## config.mk

```make
export PLATFORM = sky130hd
export DESIGN_NAME = frame_paste_filter
export DESIGN_NICKNAME = d
export VERILOG_FILES = /design/src/rtl/frame_paste_filter.sv
export SDC_FILE = /design/constraint.sdc
export NUM_CORES = 1
export LEC_CHECK = 0
export ABC_AREA = 1
export CORE_MARGIN = 2
export CORE_UTILIZATION = 53
export CTS_CLUSTER_DIAMETER = 100
export DETAILED_ROUTE_END_ITERATION = 8
export GPL_TIMING_DRIVEN = 0
export PLACE_DENSITY = 0.84
export SLEW_MARGIN = 0
export SYNTH_ARGS = -nofsm -noshare
export SYNTH_HDL_FRONTEND = slang
export SYNTH_SLANG_ARGS = --single-unit
```

## constraint.sdc

```tcl
create_clock -name clk -period 4 [get_ports clk]
set_input_delay 1.2 -clock clk [delete_from_list [all_inputs] [get_ports clk]]
set_output_delay 1.2 -clock clk [all_outputs]
set_load 0.05 [all_outputs]
```

## src/rtl/frame_paste_filter.sv

```systemverilog
// Pastes a raster-ordered crop stream into a larger frame filled with FILL_VALUE.
// Optional out_last port when FRAME_PASTE_LAST_EN is defined.
module frame_paste_filter #(
  parameter int unsigned PIXEL_BIT_WIDTH = 16,
  parameter int unsigned IN_ROWS         = 48,
  parameter int unsigned IN_COLS         = 48,
  parameter int unsigned OUT_ROWS        = 100,
  parameter int unsigned OUT_COLS        = 160,
  parameter int unsigned Y_1             = 10,
  parameter int unsigned X_1             = 10,
  parameter logic [PIXEL_BIT_WIDTH-1:0] FILL_VALUE = '0
) (
  input  logic                       clk,
  input  logic                       reset,
  input  logic [PIXEL_BIT_WIDTH-1:0] pixel_in,
  input  logic                       in_valid,
  output logic                       in_ready,
  output logic [PIXEL_BIT_WIDTH-1:0] pixel_out,
  output logic                       out_valid,
  input  logic                       out_ready
`ifdef FRAME_PASTE_LAST_EN
  ,
  output logic                       out_last
`endif
);

  // One spare bit so the window end and wrap-around offsets are representable.
  localparam int unsigned ROW_W = $clog2(OUT_ROWS + 1);
  localparam int unsigned COL_W = $clog2(OUT_COLS + 1);

  localparam logic [ROW_W-1:0] ROW_LO   = ROW_W'(Y_1);
  localparam logic [ROW_W-1:0] ROW_SPAN = ROW_W'(IN_ROWS);
  localparam logic [ROW_W-1:0] ROW_LAST = ROW_W'(OUT_ROWS - 1);
  localparam logic [COL_W-1:0] COL_LO   = COL_W'(X_1);
  localparam logic [COL_W-1:0] COL_SPAN = COL_W'(IN_COLS);
  localparam logic [COL_W-1:0] COL_LAST = COL_W'(OUT_COLS - 1);

  if ((Y_1 + IN_ROWS > OUT_ROWS) || (X_1 + IN_COLS > OUT_COLS)) begin : g_bad_cfg
    $error("frame_paste_filter: paste window does not fit inside the output frame");
  end

  logic [ROW_W-1:0] row;
  logic [ROW_W-1:0] row_nxt;
  logic [COL_W-1:0] col;
  logic [COL_W-1:0] col_nxt;
  logic [ROW_W-1:0] row_off;
  logic [COL_W-1:0] col_off;
  logic             in_win;
  logic             load_en;
  logic             do_load;
  logic             frame_end;

  // Window test by wrapped offset: positions left/above the window wrap past the span.
  always_comb begin
    row_off   = row - ROW_LO;
    col_off   = col - COL_LO;
    in_win    = (row_off < ROW_SPAN) && (col_off < COL_SPAN);
    load_en   = !out_valid || out_ready;
    in_ready  = load_en && in_win;
    do_load   = load_en && (!in_win || in_valid);
    frame_end = (row == ROW_LAST) && (col == COL_LAST);
  end

  // Raster position advance on every load.
  always_comb begin
    row_nxt = row;
    col_nxt = col;
    if (do_load) begin
      if (col == COL_LAST) begin
        col_nxt = '0;
        row_nxt = frame_end ? '0 : row + ROW_W'(1);
      end else begin
        col_nxt = col + COL_W'(1);
      end
    end
  end

  always_ff @(posedge clk) begin
    if (reset) begin
      row       <= '0;
      col       <= '0;
      out_valid <= 1'b0;
      pixel_out <= '0;
    end else begin
      row <= row_nxt;
      col <= col_nxt;
      if (load_en) begin
        // A window position with no input leaves a bubble.
        out_valid <= do_load;
        if (do_load) begin
          pixel_out <= in_win ? pixel_in : FILL_VALUE;
        end
      end
    end
  end

`ifdef FRAME_PASTE_LAST_EN
  always_ff @(posedge clk) begin
    if (reset) begin
      out_last <= 1'b0;
    end else if (do_load) begin
      out_last <= frame_end;
    end
  end
`endif

endmodule
```

==> results_dict.tcl <==
set metrics [dict create \
    first_global_vias 1485 \
    globalplace.congestion 0.839 \
    skew_ps 10.9 \
    io_buffers 35 \
    netlist_instances 232 \
    ys_warn_count 0 \
    tightest_slew_ps 526 \
    grtUsageTotal_pct 23.5 \
    cpPeakStageDelay_ps 460 \
    grt_overflow 0 \
    relSlewSlack_pct 64.8 \
    cp_max_fo 10 \
    antenna_found_initial 0 \
    drv_slew 0 \
    fin_crit_sh_pct 97.6 \
    dieArea_sq_mm 0.00363 \
    nets 296 \
    coreArea_sq_mm 0.00303 \
    synth_fp_nets 254 \
    drtIter0Drc 69 \
    ys_seq_elements 32 \
    wl_per_cell_microns 11.3 \
    drive_above_1_share_pct 12.0 \
    leakagePower_uw 0.000839 \
    clkLatencyLatePin_ps 340 \
    hp-class "flip-flop to flip-flop" \
    maxCapViolations 0 \
    timing.hold.ws_ps 463 \
    syn_area_sq_mm 0.00168 \
    ant_nets 0 \
    outcome "complete, no violations" \
    crit_slowest_cell "clkdlybuf4s50_1" \
    cts_tree "yes" \
    rows 20 \
    die_y_microns 60.2 \
    hpwl_microns 2570 \
    via_per_inst 5.09 \
    fmax_ghz 0.256 \
    hold_path_depth 2 \
    fp.dieW_microns 60.2 \
    p_per_area_mw_per_mm2 265 \
    grt_pass1_wl_microns 6300 \
    synth_cell_types 28 \
    crit_arrival_ps 2700 \
    postSynthAreaPerCell_sq_um 7.23 \
    totalWireLength_microns 3590 \
    r2r_cells 8 \
    cp-start-kind "input port" \
    seq_area_sq_um 641 \
    hold_viol 0 \
    drc 0 \
    crit_type "input port to output pin" \
    cts_root_buffer "clkbuf_4" \
    crit_cells 5 \
    grt_max_degree 11 \
    yosysSeqAreaShare_pct 38.2 \
    rsz0062_at_grt "no" \
    io_pins 38 \
    setup_viol 0 \
    path_clk_slew_ps 90 \
    diodes 0 \
    critPathTopFamily "buffers and inverters" \
    start_util_pct 55.4 \
    cp_cell_sequence "clkdlybuf4s50_1 > nor2_1 > nor3_4 > buf_6 > clkdlybuf4s15_2" \
    multi_input_comb_area_sq_um 851 \
    cts_buffers 5 \
    finalPower_uw 567 \
    nFillCells 264 \
    area_delta_synth_final_pct 27.8 \
    fin_crit_ps 3900 \
    clockBufferDepth 2 \
    cp-end-kind "output pin" \
    crit_buf_inv 3 \
    dr.pass1.iters 5 \
    vdd_drop_max_v 0.000223 \
    vias 1623 \
    cts.sinks 32 \
    htree_levels 2 \
    required_ps 2800 \
]
-- per-layer routing --
metal	routed length [microns]	GRT usage, %	part of all wire, %
met5	0	0	0
met4	12	8.57	0.33
met3	265	9.52	7.4
met2	1710	37.9	48
met1	1610	27.9	45
-- placed cells by master (no fill, tap or decap), drive strengths merged --
cell | netlist | final
nand3 | 26 | 26
xor2 | 5 | 5
nor2 | 22 | 22
clkinv | 2 | 2
nand2 | 61 | 61
dfxtp | 32 | 32
inv | 23 | 23
ha | 2 | 2
nand4 | 7 | 7
clkdlybuf4s50 | 0 | 34
clkdlybuf4s15 | 0 | 1
xnor2 | 3 | 3
buf | 8 | 8
nor3b | 1 | 1
a21oi | 29 | 29
o21ai | 4 | 4
clkbuf | 3 | 11
nor3 | 4 | 4
-- power by group --
part / switching (uW) / total [uW] / internal [uW]
Combinational: 25.1 / 48.3 / 23.2
Clock: 108 / 195 / 86.7
Sequential: 3.09 / 325 / 322
Total: 136 / 567 / 431
-- tightest hold or removal path: cells and delay by family (launching register included) --
family,cells,cell delay [ps]
simple gates,1,60
flops,1,320
compound gates,1,50
-- final cells by class --
| class | instances | share of cell area (%) |
|---|---|---|
| Clock buffer | 8 | 2.75 |
| Inverter | 25 | 4.44 |
| Timing Repair Buffer | 35 | 16.4 |
| Buffer | 11 | 4.21 |
| Tap cell | 44 | 2.57 |
| Multi-Input combinational cell | 164 | 39.7 |
| Sequential cell | 32 | 29.9 |
-- kinds of logic (layout without fill, tap and decap cells) --
logic type	Yosys count	after routing	synth area share, %
AOI/OAI and AO/OA	33	33	10.5
xor gates and xnor gates	8	8	4.18
adders and majority gates	2	2	1.49
buffers and inverters	36	79	11.0
DFF	32	32	38.2
and+or+nand+nor	121	121	34.6
-- state kept, by name (all words and copies together), names as in the netlist --
register and flops:
out_valid 1, row 7, pixel_out 16, col 8
-- what timing repair did --
action	in CTS	in global routing
hold buffers	0	0
buffers inserted	0	0
endpoints found under the setup margin	1	0
hold endpoints to repair	0	0
gates resized for setup	3	0
-- per-stage QoR --
| stage | setup TNS (ps) | area, sq um | instances | setup WS (ps) | utilization (%) |
|---|---|---|---|---|---|
| 6_report | 0 | 2140 | 319 | 97.8 | 70.7 |
| 5_1_grt | 0 | 2140 | 319 | 41.1 | 70.7 |
| 4_1_cts | 0 | 2140 | 319 | 86.8 | 70.7 |
| 3_5_place_dp | -339 | 2080 | 311 | -339 | 68.8 |
| 3_3_place_gp | -340 | 2080 | 311 | -340 | 68.8 |
| 2_1_floorplan | 0 | 1680 | 232 | 1010 | - |
-- final timing paths --
kind	startpoint	to	slack [ps]
worst max-delay path	out_ready	in_ready	100
worst min-delay path	pixel_out[2]	pixel_out[2]	460
worst max register to register	col[0]	row[0]	2270
worst min register to register	pixel_out[2]	pixel_out[2]	460
-- synthesized netlist by cell type --
master | instances | area [sq um]
nor3b_1 | 1 | 7.51
nor2_4 | 1 | 11.3
dfxtp_1 | 32 | 641
clkinv_2 | 1 | 5.00
nand4_1 | 7 | 43.8
ha_1 | 2 | 25.0
clkbuf_1 | 2 | 7.51
nor3_2 | 1 | 10.0
buf_1 | 2 | 7.51
nor2_1 | 21 | 78.8
xor2_1 | 5 | 43.8
nand3_1 | 22 | 110
nand2_1 | 57 | 214
a21oi_2 | 3 | 26.3
nand2_4 | 1 | 11.3
clkinv_1 | 1 | 3.75
buf_6 | 6 | 67.6
nor3_1 | 2 | 10.0
nand2_2 | 3 | 18.8
nand3_4 | 1 | 17.5
inv_2 | 4 | 15.0
o21ai_0 | 4 | 20.0
clkbuf_4 | 1 | 7.51
inv_1 | 19 | 71.3
a21oi_1 | 26 | 130
xnor2_1 | 3 | 26.3
nand3_2 | 3 | 30.0
nor3_4 | 1 | 16.3
(Power assumes the default switching activity.)
